<file path="src/rtl/seg7_capture_pkg.sv">
// seg7_codes: active-low 7-segment patterns (bit order g..a = bits 6..0),
// shared by the hex-to-7-segment encoder and the seg7_capture readback path
// so both directions use exactly one table.
package seg7_codes;

    localparam logic [6:0] SEG7_0     = 7'b1000000;
    localparam logic [6:0] SEG7_1     = 7'b1111001;
    localparam logic [6:0] SEG7_2     = 7'b0100100;
    localparam logic [6:0] SEG7_3     = 7'b0110000;
    localparam logic [6:0] SEG7_4     = 7'b0011001;
    localparam logic [6:0] SEG7_5     = 7'b0010010;
    localparam logic [6:0] SEG7_6     = 7'b0000010;
    localparam logic [6:0] SEG7_7     = 7'b1111000;
    localparam logic [6:0] SEG7_8     = 7'b0000000;
    localparam logic [6:0] SEG7_9     = 7'b0011000;
    localparam logic [6:0] SEG7_A     = 7'b0001000;
    localparam logic [6:0] SEG7_B     = 7'b0000011;
    localparam logic [6:0] SEG7_C     = 7'b1000110;
    localparam logic [6:0] SEG7_D     = 7'b0100001;
    localparam logic [6:0] SEG7_E     = 7'b0000110;
    localparam logic [6:0] SEG7_F     = 7'b0001110;
    localparam logic [6:0] SEG7_BLANK = 7'b1111111;

endpackage

</file>
<file path="src/rtl/seg7_capture_if.sv">
// seg7_capture_if: display bus being monitored plus the recovered frame.
//   seg_in      - segment lines, active-low, g..a = bits 6..0
//   an_in       - digit enables, active-low, one low bit per valid sample
//   hex_out     - last complete frame, nibble i = digit i
//   frame_valid - one-cycle pulse when hex_out updates
//   frame_err   - frame contained an unrecognised pattern (with frame_valid)
// master: display side / checker; slave: seg7_capture.
interface seg7_capture_if #(
    parameter int NUM_DIGITS = 4
);
    logic [6:0]              seg_in;
    logic [NUM_DIGITS-1:0]   an_in;
    logic [4*NUM_DIGITS-1:0] hex_out;
    logic                    frame_valid;
    logic                    frame_err;

    modport master (
        output seg_in, an_in,
        input  hex_out, frame_valid, frame_err
    );

    modport slave (
        input  seg_in, an_in,
        output hex_out, frame_valid, frame_err
    );
endinterface

</file>
<file path="src/rtl/seg7_capture_to_hex.sv">
// seg7_to_hex: combinational reverse lookup of an active-low segment pattern.
//   seg    - 7-bit pattern (g..a)
//   nibble - decoded hex value, 0 when no entry matches
//   match  - 1 when seg is one of the 16 hex glyphs
module seg7_to_hex
    import seg7_codes::*;
(
    input  logic [6:0] seg,
    output logic [3:0] nibble,
    output logic       match
);

    always_comb begin
        nibble = 4'h0;
        match  = 1'b1;
        case (seg)
            SEG7_0: nibble = 4'h0;
            SEG7_1: nibble = 4'h1;
            SEG7_2: nibble = 4'h2;
            SEG7_3: nibble = 4'h3;
            SEG7_4: nibble = 4'h4;
            SEG7_5: nibble = 4'h5;
            SEG7_6: nibble = 4'h6;
            SEG7_7: nibble = 4'h7;
            SEG7_8: nibble = 4'h8;
            SEG7_9: nibble = 4'h9;
            SEG7_A: nibble = 4'hA;
            SEG7_B: nibble = 4'hB;
            SEG7_C: nibble = 4'hC;
            SEG7_D: nibble = 4'hD;
            SEG7_E: nibble = 4'hE;
            SEG7_F: nibble = 4'hF;
            default: match = 1'b0;  // includes SEG7_BLANK
        endcase
    end

endmodule

</file>
<file path="src/rtl/seg7_capture.sv">
// seg7_capture: passive monitor of a multiplexed active-low 7-segment bus.
// Registers the bus, waits for STABLE_CYCLES equal valid samples, decodes the
// digit into a staging register and, once every digit has been seen, publishes
// the whole frame on hex_out with a one-cycle frame_valid pulse.
//   clk, rst - clock, synchronous active-high reset
//   bus      - seg7_capture_if slave (seg_in/an_in in, hex_out/frame_* out)
module seg7_capture
    import seg7_codes::*;
#(
    parameter int NUM_DIGITS    = 4,
    parameter int STABLE_CYCLES = 4
) (
    input  logic           clk,
    input  logic           rst,
    seg7_capture_if.slave  bus
);

    localparam int CW = $clog2(STABLE_CYCLES + 1);
    localparam logic [CW-1:0] CNT_MAX = CW'(STABLE_CYCLES);
    localparam logic [CW-1:0] CNT_PRE = CW'(STABLE_CYCLES - 1);

    logic [NUM_DIGITS-1:0]       an_q, an_d, an_prev_q, an_prev_d;
    logic [6:0]                  seg_q, seg_d, seg_prev_q, seg_prev_d;
    logic [CW-1:0]               cnt_q, cnt_d;
    logic [NUM_DIGITS-1:0]       mask_q, mask_d, err_q, err_d;
    logic [NUM_DIGITS-1:0][3:0]  stage_q, stage_d;
    logic [4*NUM_DIGITS-1:0]     hex_q, hex_d;
    logic                        fv_q, fv_d, fe_q, fe_d;

    logic [NUM_DIGITS-1:0] sel;
    logic                  valid, diff, capture, mask_full;
    logic [3:0]            dec_nib;
    logic                  dec_match;

    seg7_to_hex u_dec (
        .seg    (seg_q),
        .nibble (dec_nib),
        .match  (dec_match)
    );

    always_comb begin
        an_d       = bus.an_in;
        seg_d      = bus.seg_in;
        an_prev_d  = an_q;
        seg_prev_d = seg_q;

        // Valid sample: exactly one anode low, i.e. ~an_q is one-hot.
        sel   = ~an_q;
        valid = (sel != '0) && ((sel & (sel - NUM_DIGITS'(1))) == '0);
        diff  = (an_q != an_prev_q) || (seg_q != seg_prev_q);

        if (!valid)               cnt_d = '0;
        else if (diff)            cnt_d = CW'(1);
        else if (cnt_q != CNT_MAX) cnt_d = cnt_q + CW'(1);
        else                      cnt_d = cnt_q;

        // Fires only on the step into saturation, so a held digit is taken once.
        // A new run with STABLE_CYCLES==1 saturates immediately.
        capture = valid && (diff ? (STABLE_CYCLES == 1) : (cnt_q == CNT_PRE));

        // Mask filled on the previous edge: publish this edge and start over.
        mask_full = &mask_q;
        hex_d     = mask_full ? stage_q : hex_q;
        fv_d      = mask_full;
        fe_d      = mask_full ? (|err_q) : fe_q;
        mask_d    = mask_full ? '0 : mask_q;
        err_d     = mask_full ? '0 : err_q;
        stage_d   = stage_q;

        // Applied after the clear so a same-edge capture opens the next frame.
        if (capture) begin
            mask_d = mask_d | sel;
            for (int i = 0; i < NUM_DIGITS; i++) begin
                if (sel[i]) begin
                    stage_d[i] = dec_match ? dec_nib : 4'h0;
                    err_d[i]   = !dec_match;
                end
            end
        end
    end

    always_ff @(posedge clk) begin
        if (rst) begin
            an_q       <= '0;
            seg_q      <= '0;
            an_prev_q  <= '0;
            seg_prev_q <= '0;
            cnt_q      <= '0;
            mask_q     <= '0;
            err_q      <= '0;
            stage_q    <= '0;
            hex_q      <= '0;
            fv_q       <= 1'b0;
            fe_q       <= 1'b0;
        end else begin
            an_q       <= an_d;
            seg_q      <= seg_d;
            an_prev_q  <= an_prev_d;
            seg_prev_q <= seg_prev_d;
            cnt_q      <= cnt_d;
            mask_q     <= mask_d;
            err_q      <= err_d;
            stage_q    <= stage_d;
            hex_q      <= hex_d;
            fv_q       <= fv_d;
            fe_q       <= fe_d;
        end
    end

    assign bus.hex_out     = hex_q;
    assign bus.frame_valid = fv_q;
    assign bus.frame_err   = fe_q;

endmodule

</file>
<file path="src/flat_wrapper.sv">
// flat-port wrapper written by rule: the top's interface ports become plain ports
module seg7_capture_flat import seg7_codes::*;
#(
    parameter int NUM_DIGITS    = 4,
    parameter int STABLE_CYCLES = 4
)
  (clk, rst, bus_seg_in, bus_an_in, bus_hex_out, bus_frame_valid, bus_frame_err);
  seg7_capture_if #(.NUM_DIGITS(NUM_DIGITS)) bus_i ();
  input  logic clk;
  input  logic rst;
  input wire logic [$bits(bus_i.seg_in)-1:0] bus_seg_in;
  input wire logic [$bits(bus_i.an_in)-1:0] bus_an_in;
  output wire logic [$bits(bus_i.hex_out)-1:0] bus_hex_out;
  output wire logic [$bits(bus_i.frame_valid)-1:0] bus_frame_valid;
  output wire logic [$bits(bus_i.frame_err)-1:0] bus_frame_err;
  assign bus_i.seg_in = bus_seg_in;
  assign bus_i.an_in = bus_an_in;
  assign bus_hex_out = bus_i.hex_out;
  assign bus_frame_valid = bus_i.frame_valid;
  assign bus_frame_err = bus_i.frame_err;
  seg7_capture #(.NUM_DIGITS(NUM_DIGITS), .STABLE_CYCLES(STABLE_CYCLES)) u_core (.clk(clk), .rst(rst), .bus(bus_i));
endmodule
</file>
<file path="config.mk">
export PLATFORM = sky130hd
export DESIGN_NAME = seg7_capture_flat
export DESIGN_NICKNAME = d
export VERILOG_FILES = /design/src/rtl/seg7_capture_pkg.sv /design/src/rtl/seg7_capture_if.sv /design/src/rtl/seg7_capture_to_hex.sv /design/src/rtl/seg7_capture.sv /design/src/flat_wrapper.sv
export SDC_FILE = /design/constraint.sdc
export NUM_CORES = 1
export LEC_CHECK = 0
export BUFFER_PORTS_ARGS = -buffer_cell sky130_fd_sc_hd__buf_2
export CORE_MARGIN = 1
export CORE_UTILIZATION = 45
export CTS_CLUSTER_SIZE = 10
export DETAILED_ROUTE_END_ITERATION = 8
export PLACE_DENSITY_LB_ADDON = 0.2
export SYNTH_ARGS = -nofsm -noshare
export SYNTH_HDL_FRONTEND = slang
export SYNTH_SLANG_ARGS = --single-unit
</file>
<file path="constraint.sdc">
create_clock -name clk -period 2.55 [get_ports clk]
set_clock_uncertainty 0.2 [all_clocks]
set_input_delay 0.3825 -clock clk [delete_from_list [all_inputs] [get_ports clk]]
set_output_delay 0.3825 -clock clk [all_outputs]
set_load 0.1 [all_outputs]
</file>
==> metrics, run 1 <==
status finished, final reports clean; drt drc 0; PostCTS Resize Cnt 0; Layout Utilization 0.5458; RSZ-0062 raised after global routing no; Seq cells post-synth 67; cell accounting for the most synthesized area dfxtp_1; Hold EP u_core.seg_prev_d[0]; Avg Cell Area, Syn 9.136 um^2; Worst Setup SP u_core.seg_prev_d[3]; antenna fix cells 0; post-layout min period 2.392 ns; slew margin rel. 0.6266; DRT iter0 DRCs 79; number of global-route vias before repair 1923; Achievable Freq 418.1 MHz; Clock Sinks 67; critical path's top delay family compound AO/OA/AOI/OAI gates; R2R setup slack 0.16 ns; largest net degree at the start of global routing 29; fillers 583; Post-synth ARST share 0; maxcap violations 0; crit path DAT 2.45 ns; CP Buf/Inv Count 0; worst r2r src u_core.seg_prev_d[3]; first-pass iteration count of the detailed router 4; CP cell instances nor4b_1 > a32o_1 > a211o_1 > or4_4 > o21ai_1; htree depth 3; Worst-Margin Slew 0.5601 ns; IO Count 31; Die ar. 0.006719 mm^2; IO buf count 30; Slowest cell on crit path dfxtp_1; startpoint types flop; Pleak 1.218 nW; postcts setup bufs 0; setup violators final 0; highest-count cells in the layout ignoring fill and taps dfxtp_1 (67), nand2_1 (42), nor2_1 (30), buf_2 (30), a21oi_1 (26); layout cell share with drive strength beyond 1 0.1821; count of pins over their slew limit 0; Synth cell types 50; CTS Buffer Depth 2; Skew-Pair Late Insertion Delay 0.32 ns; Final Cycle Share 0.9379; overall via count from detail_route 2189; GRT overflow 0; Layout area overhead 14.96%; Antenna Violating Nets Remaining 0; register area 0.001341 mm^2; Setup Total Neg Slack 0 ns; initial core utilization 0.4748; die height 81.97 um; Worst Path Required 2.61 ns; CP max stage delay 0.67 ns; Core Footprint 0.006061 mm^2; clk slew on worst S/H paths 0.07 ns; total track usage 0.1740; Die X-Extent 81.97 um; Setup CP Type reg -> reg; r2r endpoint u_core.err_q[2]; Worst VDD drop 0.3951 mV; dominant cells by area after synthesis dfxtp_1 (47%), nand2_1 (5.5%), nor2b_1 (5.2%), a21oi_1 (4.5%), xnor2_1 (4.0%); Post-synth EDFFs 0; largest fanout on the critical path 16; initial antenna violation count 0; Seq/Total Area, Yosys 0.4661; num rows 28; Synth Net Count 331; CTS Hold Bufs 0; first-pass GRT wire length 8866 um; root buffer cell clkbuf_8; endpoints failing hold 0; post-synth design cell area 0.002878 mm^2; min-delay src bus_seg_in[0]; HPWL after detailed placement 3689 um; Worst Reg2Reg Path Length in Cells 5; CTS tree done; predominant post-synthesis flop cell dfxtp_1; Syn. warnings 0; RePlAce Congestion 0.7512; cts bufs inserted 9; hold path depth 2; Mapped Cells 315; min-delay worst type in -> reg; Vias/cell 5.200; most common cell after layout, fill and taps aside dfxtp_1; Cell Pwr Density 680.2 mW/mm^2; Wirelength per Cell 12.48 um; Multi-input gate area 0.001409 mm^2; Detailed Route WL 5255 um; final net count 357; Setup crit end kind flop; post-synth top area share 0.4661
==> worst max-delay path by stage <==
stage | to | slack [ns] | cells past startpoint
after detailed placement | u_core.err_q[2] | 0.18 | 5
after floorplan | u_core.err_q[0] | 0.52 | 6
after global routing | u_core.err_q[1] | 0.03 | 5
after CTS | u_core.err_q[2] | 0.15 | 5
after global placement | u_core.err_q[1] | 0.23 | 5
final | u_core.err_q[2] | 0.16 | 5
==> through the flow <==
stage	power [mW]	hold WS, ns	setup slack, ns	cell area [um^2]	instances
after global routing	2.329	0.05772	0.02620	3308	421
after floorplan	1.232	0.2313	0.5155	2878	315
after global placement	1.260	0.2385	0.2297	3073	405
final	2.250	0.05765	0.1584	3308	421
after CTS	2.275	0.04554	0.1529	3308	421
after detailed placement	1.262	0.2430	0.1755	3073	405
==> worst reg2reg max path, delay by kind of cell, from the launching register on <==
family / cells / cell delay (ns)
AO/OA/AOI/OAI: 3 / 0.75
AND/OR/NAND/NOR: 2 / 0.72
flip-flops: 1 / 0.67
==> power breakdown <==
part	total, mW	switching, mW	internal [mW]
combinational	0.146	0.0869	0.0590
clock	1.01	0.406	0.608
sequential	1.09	0.0287	1.06
total	2.25	0.521	1.73
==> layer usage <==
metal / global-route usage / wire (um)
met1: 0.2211 / 2624
met2: 0.2744 / 2353
met3: 0.04111 / 211
met4: 0.08596 / 65
met5: 0 / 0
==> cells by family after synthesis <==
| kind of cell | Yosys count | share of synthesized area |
|---|---|---|
| buffers and inverters | 29 | 0.04435 |
| adders and majority gates | 3 | 0.01304 |
| DFF | 67 | 0.4661 |
| and+or+nand+nor | 139 | 0.2861 |
| muxes | 6 | 0.02087 |
| xor gates and xnor gates | 14 | 0.04261 |
| AOI/OAI and AO/OA | 57 | 0.1270 |
==> registers in the layout, indices dropped and copies added, names as in the netlist <==
| name | count |
|---|---|
| u_core.cnt_q | 3 |
| u_core.mask_q | 4 |
| u_core.an_prev_d | 4 |
| u_core.bus.frame_err | 1 |
| u_core.seg_prev_q | 7 |
| u_core.bus.hex_out | 16 |
| u_core.seg_prev_d | 7 |
| u_core.an_prev_q | 4 |
| u_core.err_q | 4 |
| u_core.stage_q | 16 |
| u_core.bus.frame_valid | 1 |
==> layout make-up <==
class	instances	share of cell area
Sequential cell	67	0.4054
Inverter	7	0.007943
Clock inverter	5	0.02534
Tap cell	75	0.02837
Clock buffer	11	0.04576
Multi-Input combinational cell	219	0.4259
Timing Repair Buffer	37	0.06127
==> cell usage after synthesis (4+ instances only) <==
cell type   n
a211oi_1   11
a21oi_1    26
buf_2       6
clkbuf_1   13
dfxtp_1    67
inv_1       7
mux2i_1     6
nand2_1    42
nand3b_1    4
nand4_1     7
nor2_1     30
nor2b_1    24
nor3_1      5
nor4_4      5
xnor2_1    13
Note: power is estimated with default switching activity, not from simulation.
==> run 2, diff against run 1 <==
- clock period: 2.55 -> 2.93 ns (I/O delays scaled with it)
==> run 2 against run 1 <==
  * Die area stayed put
  * Worst hold slack improved by 0.049 ns
  * Worst setup slack improved by 0.37 ns
  * Total power down 11%
  * Cell area is 0.72% lower
  * Combinational power is 15% lower
  * Wire length rose by 2.1%
  * Final cell count shrank 0.95%
  * Clock power decreased by 9%
  * Via count unchanged
  * Clock-buffer cell count stayed put
  * Critical endpoint is now u_core.err_q[0]
  * Largest cell class unchanged
==> metrics, run 2 (same netlist as run 1, synthesis figures left out) <==
Final Hold Slack 0.1062 ns (+0.04854 ns); Setup crit end kind flop; CTS Buffer Depth 2 (unchanged); Wirelength per Cell 12.87 um (+3.1%); Detailed Route WL 5365 um (+2.1%); layout cell share with drive strength beyond 1 0.1696 (-0.01249); post-layout min period 2.399 ns (+0.007272 ns); initial antenna violation count 0 (unchanged); Hold EP u_core.seg_prev_d[6]; internal power 1.561 mW (-9.7%); total track usage 0.1870 (+0.01303); crit path DAT 2.47 ns (+0.02 ns); HPWL after detailed placement 3733 um (+1.2%); DRT iter0 DRCs 62 (-22%); antenna fix cells 0 (unchanged); hold path depth 2 (unchanged); final net count 353 (-1.1%); Clock Power Share 0.460 (+0.010); Sw Share 0.2165 (-0.01521); overall via count from detail_route 2189 (unchanged); Setup CP Type reg -> reg; postcts setup bufs 0 (unchanged); register area 0.001341 mm^2 (unchanged); combinational share of power 0.062 (-0.003); finished layout cell area 0.003284 mm^2 (-0.72%); most used routing layer met2; IO buf count 30 (unchanged); CP cell instances and3b_1 > a32o_1 > a211o_1 > or4_4 > mux2i_1; Cell Pwr Density 606.7 mW/mm^2 (-11%); Slowest cell on crit path dfxtp_1; startpoint types flop; status finished, final reports clean; fillers 579 (-0.69%); Worst-Margin Slew 0.5971 ns (+0.03698 ns); highest-count cells in the layout ignoring fill and taps dfxtp_1 (67), nand2_1 (42), nor2_1 (30), buf_2 (30), a21oi_1 (26); Psw 431.4 uW (-17%); largest net degree at the start of global routing 32 (+10%); num rows 28 (unchanged); Clock Sinks 67 (unchanged); Final Cycle Share 0.8187 (-0.1192); r2r endpoint u_core.err_q[0]; CP Buf/Inv Count 0 (unchanged); count of pins over their slew limit 0 (unchanged); CTS tree done; post-route total power 1.993 mW (-11%); GRT overflow 0 (unchanged); Die ar. 0.006719 mm^2 (unchanged); Setup Total Neg Slack 0 ns (unchanged); Layout area overhead 14.13%; root buffer cell clkbuf_8; number of global-route vias before repair 2005 (+4.3%); slew margin rel. 0.6019 (-0.02466); RSZ-0062 raised after global routing no; GRT met3 Usage 0.07222 (+0.03111); drt drc 0 (unchanged); Skew-Pair Late Insertion Delay 0.34 ns (+0.02 ns); Pleak 1.208 nW (-0.85%); final cell count without fillers 417 (-0.95%); Core Footprint 0.006061 mm^2 (unchanged); critical path's top delay family simple AND/OR/NAND/NOR gates; maxcap violations 0 (unchanged); endpoints failing hold 0 (unchanged); PostCTS Resize Cnt 0 (unchanged); CP max stage delay 0.56 ns (-0.11 ns); Worst Reg2Reg Path Length in Cells 5 (unchanged); Layout Utilization 0.5419 (-0.003922); largest fanout on the critical path 13 (-3); Die X-Extent 81.97 um (unchanged); Seq pwr share 0.478 (-0.007); Worst Path Required 3.00 ns (+0.39 ns); RePlAce Congestion 0.8369 (+11%); IO Count 31 (unchanged); Crit path depth 5 (unchanged); CTS Hold Bufs 0 (unchanged); met1 Usage GRT 0.2317 (+0.01057); setup violators final 0 (unchanged); Post-DP Area 0.003043 mm^2 (-0.98%); Setup WS post-layout 0.5311 ns (+0.3727 ns); most common cell after layout, fill and taps aside dfxtp_1; DP Cell Count 401 (-0.99%); cts bufs inserted 9 (unchanged); min-delay src bus_seg_in[6]; min-delay worst type in -> reg; grt met2 use 0.2992 (+0.02479); worst r2r src u_core.seg_prev_d[0]; die height 81.97 um (unchanged); Worst VDD drop 0.5565 mV (+41%); first-pass GRT wire length 9377 um (+5.8%); Antenna Violating Nets Remaining 0 (unchanged); R2R setup slack 0.53 ns (+0.37 ns); Vias/cell 5.249 (+0.96%); Post-Place Worst Slack 0.5582 ns (+0.3828 ns); htree depth 3 (unchanged); clk slew on worst S/H paths 0.07 ns (about the same); first-pass iteration count of the detailed router 4 (unchanged); Achievable Freq 416.9 MHz (-0.30%); initial core utilization 0.4748 (unchanged); Multi-input gate area 0.001409 mm^2 (unchanged)
## run 2: worst max-delay path by stage
stage	endpoint	start	slack, ns
2_1_floorplan	u_core.err_q[0]	u_core.an_prev_d[0]	0.90
3_3_place_gp	u_core.err_q[1]	u_core.seg_prev_d[0]	0.59
3_5_place_dp	u_core.err_q[1]	u_core.seg_prev_d[0]	0.56
4_1_cts	u_core.err_q[1]	u_core.seg_prev_d[0]	0.54
5_1_grt	u_core.stage_q[12]	u_core.seg_prev_d[3]	0.40
6_report	u_core.err_q[0]	u_core.seg_prev_d[0]	0.53
## run 2: final cells by class
cell class,instances,area share
well taps,75,0.02857
clock buffers,11,0.04305
flip-flops and latches,67,0.4084
inverters,7,0.008000
multi-input cells,219,0.4290
clock inverters,5,0.03048
repair buffers,33,0.05257
## run 2: worst reg2reg max path, cell delays in order, from the launching register on
cell and delay [ns]:
dfxtp_1 0.56, and3b_1 0.26, a32o_1 0.28, a211o_1 0.34, or4_4 0.56, mux2i_1 0.13
## run 2: power groups by stage
stage / combinational (mW) / clock (mW) / sequential (mW)
finish: 0.124 / 0.917 / 0.952
global route: 0.137 / 0.985 / 0.956
CTS: 0.125 / 0.941 / 0.951
detailed placement: 0.125 / 0 / 0.972
global placement: 0.122 / 0 / 0.972
floorplan: 0.120 / 0 / 0.952
## run 2: routing by layer
| metal | vias to the layer above | share of wire |
|---|---|---|
| met4 | 0 | 0.011 |
| met1 | 1003 | 0.49 |
| met2 | 51 | 0.45 |
| met3 | 5 | 0.049 |
| li1 | 1130 | - |
| met5 | - | 0 |
